--- src/rtl/fir_pkg.sv ---
// fir_pkg: shared widths and helpers for the FIR MAC datapath
package fir_pkg;
  localparam int FIR_DATA_W = 16;
  localparam int FIR_ACC_W  = 39;
  function automatic int prod_w(input int data_w);
    return 2 * data_w;
  endfunction
endpackage

--- src/rtl/alu_mult.sv ---
// alu_mult: registered full-width multiplier forming the first MAC stage
module alu_mult
  import fir_pkg::*;
#(
  parameter int DATA_W = FIR_DATA_W,
  parameter bit SIGNED = 1'b0,
  localparam int PW    = prod_w(DATA_W)
) (
  input  logic              clk,
  input  logic              rstn,
  input  logic [DATA_W-1:0] i_a,
  input  logic [DATA_W-1:0] i_b,
  output logic [PW-1:0]     o_prod
);
  logic [PW-1:0] w_prod;
  if (SIGNED) begin : g_s
    assign w_prod = PW'($signed(i_a)) * PW'($signed(i_b));
  end else begin : g_u
    assign w_prod = PW'(i_a) * PW'(i_b);
  end
  always_ff @(posedge clk)
    o_prod <= !rstn ? '0 : w_prod;
endmodule

--- src/rtl/alu.sv ---
// alu: two-stage pipelined multiply-accumulate slice (X*B + sum_in)
module alu
  import fir_pkg::*;
#(
  parameter int DATA_W = FIR_DATA_W,
  parameter int ACC_W  = FIR_ACC_W,
  parameter bit SIGNED = 1'b0
) (
  input  logic              clk,
  input  logic              rstn,
  input  logic [DATA_W-1:0] inputX,
  input  logic [DATA_W-1:0] inputB,
  input  logic [ACC_W-1:0]  totalSumIn,
  output logic [ACC_W-1:0]  totalSumOut
);
  localparam int PW = prod_w(DATA_W);
  if (ACC_W < PW) begin : g_bad_w
    $error("alu: ACC_W must be at least 2*DATA_W");
  end
  logic [PW-1:0]    w_prod;
  logic [ACC_W-1:0] w_ext;
  logic [ACC_W-1:0] r_sum;
  alu_mult #(.DATA_W(DATA_W), .SIGNED(SIGNED)) u_mult (
    .clk    (clk),
    .rstn   (rstn),
    .i_a    (inputX),
    .i_b    (inputB),
    .o_prod (w_prod)
  );
  if (SIGNED) begin : g_sext
    assign w_ext = ACC_W'($signed(w_prod));
  end else begin : g_zext
    assign w_ext = ACC_W'(w_prod);
  end
  // sum_in is delayed one stage so it lines up with its product
  always_ff @(posedge clk) begin
    if (!rstn) begin
      r_sum       <= '0;
      totalSumOut <= '0;
    end else begin
      r_sum       <= totalSumIn;
      totalSumOut <= w_ext + r_sum;
    end
  end
endmodule

--- config.mk ---
export PLATFORM = sky130hd
export DESIGN_NAME = alu
export DESIGN_NICKNAME = d
export VERILOG_FILES = /design/src/rtl/fir_pkg.sv /design/src/rtl/alu_mult.sv /design/src/rtl/alu.sv
export SDC_FILE = /design/constraint.sdc
export NUM_CORES = 1
export LEC_CHECK = 0
export CAP_MARGIN = 10
export CELL_PAD_IN_SITES_DETAIL_PLACEMENT = 0
export CELL_PAD_IN_SITES_GLOBAL_PLACEMENT = 1
export CORE_MARGIN = 2
export CORE_UTILIZATION = 46
export DETAILED_ROUTE_END_ITERATION = 16
export GPL_ROUTABILITY_DRIVEN = 0
export PLACE_DENSITY = 0.81
export SETUP_SLACK_MARGIN = 0.02
export SLEW_MARGIN = 10
export SYNTH_ARGS = -nofsm -noshare
export SYNTH_HDL_FRONTEND = slang
export SYNTH_SLANG_ARGS = --single-unit
--- constraint.sdc ---
create_clock -name clk -period 9.1 [get_ports clk]
set_clock_uncertainty 0.2 [all_clocks]
set_input_delay 1.365 -clock clk [delete_from_list [all_inputs] [get_ports clk]]
set_output_delay 1.365 -clock clk [all_outputs]
set_load 0.03 [all_outputs]
==> out/metrics.cfg <==
[clocking]
clock_path_buffers=2
clock_latency_ps=350
cts_setup_buffers=0
clk_pin_slew_worst_paths_ps=70
cts_tree=yes
cts_sinks=110
htreeDepth=3
cts_hold_buf=0
cts_buffers=9
cts-root-buf=clkbuf_16
ctsResizeCount=0

[synth]
yosysSeqAreaShare=0.167
synth_top_area_cell=fa_1
synth_nets=1906
synth_top_area_share=0.295
async_reset_ff_frac=0
synth_cell_type_count=53
synth_seq_cells=110
synth_most_common_cell=inv_1
netlist_instances=1502
syn_area_mm2=0.0132
yosys_warnings=0
synth_edf_count=0
synth_common_cells=232 x inv_1, 195 x fa_1, 194 x nand2_1
synth_ff_type=dfxtp_1
avgSynthCellArea_um2=8.80
yosys-top-cells-area=fa_1 30%, dfxtp_1 17%, ha_1 13%, and2_1 7.6%, inv_1 6.6%

[power_and_ir_drop]
p_int_mw=2.86
p_per_area_mw_per_mm2=393
p_seq_frac=0.112
p_sw_frac=0.512
leakage_nw=7.15
power_frac_clock=0.071
p_switching_mw=3.00
max-vdd-ir-drop_mv=0.290
power_frac_comb=0.818

[die]
io_pins=112
rows=62
dieArea_mm2=0.0301
fp.dieH_um=174
core_mm2=0.0285
start_util=0.464
die-width_um=174

[sta]
layout_min_cycle_time_ps=7600
worstMarginPinSlew_ps=934
finalHoldViolCount=0
slew_headroom=0.376
max_freq_mhz=132
setup_tns_ps=0
setup_viol=0
period_share=0.835
rsz0062_at_grt=no
finalMaxSlewViolations=0

[worst_setup_path]
reg2reg_depth=11
startpoint_type=input port
r2r-end=totalSumOut[26]$_SDFF_PN0_
crit_arrival_ps=7610
worstReg2RegStart=r_sum[0]$_SDFF_PN0_
worstPathRequired_ps=9110
ff2ff_setup_slack_ps=5870
worstSetupPathType=in2reg
worstPathMaxFanout=16
worstSetupEndpointType=register

[layout]
design_area_mm2=0.0149
drive_above_1_share=0.0223
synthToLayoutAreaGrowth_pct=12.9
fin_cells=1956
finalNetCount=1971
antennaDiodeCount=0

[global_route]
grt_max_degree=66
grt_pass1_wl_mm=50.9
grt_pass1_vias=10032
antenna_found_initial=0
grt.total_usage=0.208
overflow=0

[run_status]
status=completed

[placed_design]
io_buffers=111
place_area_mm2=0.0146
hpwl_mm=24.9
dp_cells=1940

[route]
viasPerCell=5.10
antenna_left=0
vias=9980
dr.pass1.iters=5
wl_per_cell_um=15.7
drtIter0Drc=638
remaining_drc_errors=0
routed_wl_mm=30.7

[min_path]
hold_end=totalSumOut[38]$_SDFF_PN0_
hold_path_class=reg2reg
hold_depth=2
hp-start=r_sum[38]$_SDFF_PN0_

[job]
cap_violations=0

==> sequential cells by signal, summed over array words and instances (netlist names) <==
register / flops
totalSumOut: 39
r_sum: 39
u_mult.o_prod: 32
==> cells in the final DEF, fill, tap and decap left out, drive strengths merged, types with 13 or more instances in the layout <==
cell type and n:
fa 195, nand2 194, and2 161, xnor2 29
nand4 19, ha 136, o21ai 37, xor2 22
nand2b 13, a21oi 56, nor2 83, inv 234
a21o 32, dfxtp 110, clkdlybuf4s50 110
==> power groups by stage <==
stage,sequential [mW],clock (mW),combinational [mW]
after floorplan,0.748,0,3.58
after global placement,0.666,0,4.72
after detailed placement,0.666,0,4.76
after CTS,0.655,0.425,4.79
after global routing,0.663,0.440,5.48
final,0.654,0.415,4.79
==> critical path: stages <==
cell             delay, ps
clkdlybuf4s50_1        760
and2_1                 370
fa_1                   560
inv_1                   50
fa_1                   470
inv_1                   50
fa_1                   490
fa_1                   510
fa_1                   490
inv_1                   50
fa_1                   470
inv_1                   40
ha_1                   350
a21o_1                 230
a21o_1                 180
a21oi_1                200
o221ai_1               150
a21oi_1                360
o221a_2                280
xnor2_1                110
nor2_1                  50
==> metrics by stage <==
stage	power (mW)	util	hold WS, ps	worst slack [ps]
4_1_cts	5.87	0.524	251	1480
5_1_grt	6.59	0.524	274	1120
6_report	5.86	0.524	254	1500
3_5_place_dp	5.42	0.513	242	1120
3_3_place_gp	5.38	0.513	238	1160
2_1_floorplan	4.33	-	230	2190
==> area by class of cell <==
cell class	instances	area, µm²
Sequential cell	110	2200
Timing Repair Buffer	117	1150
Fill cell	2689	13500
Clock buffer	10	229
Tap cell	384	480
Clock inverter	6	93.8
Inverter	233	875
Multi-Input combinational cell	1096	9900
==> routing by layer <==
layer | GRT usage | routed length, µm | up-vias
li1 | - | - | 4866
met1 | 0.304 | 15200 | 4817
met2 | 0.329 | 13500 | 261
met3 | 0.0272 | 1470 | 36
met4 | 0.0473 | 494 | 0
met5 | 0 | 0 | -
==> cells by family (layout without fill, tap and decap cells) <==
| logic type | after synthesis | in the layout | synth area share |
|---|---|---|---|
| XOR/XNOR | 51 | 51 | 0.0338 |
| buffers and inverters | 296 | 366 | 0.0845 |
| flip-flops | 110 | 110 | 0.167 |
| adder cells (fa/ha/maj) | 331 | 331 | 0.424 |
| multiplexers | 7 | 7 | 0.00530 |
| AND/OR/NAND/NOR | 509 | 509 | 0.187 |
| AO/OA/AOI/OAI | 198 | 198 | 0.0983 |
==> worst max path at each step <==
stage	from	to	slack, ps	depth (start not counted)
after floorplan	inputX[7]	u_mult.o_prod[24]$_SDFF_PN0_	2190	22
after global placement	inputX[4]	u_mult.o_prod[24]$_SDFF_PN0_	1160	21
after detailed placement	inputX[4]	u_mult.o_prod[24]$_SDFF_PN0_	1120	21
after CTS	inputX[4]	u_mult.o_prod[24]$_SDFF_PN0_	1480	21
after global routing	inputB[7]	u_mult.o_prod[31]$_SDFF_PN0_	1120	23
final	inputX[12]	u_mult.o_prod[31]$_SDFF_PN0_	1500	21
No activity file was read; power rests on OpenSTA's default activity.
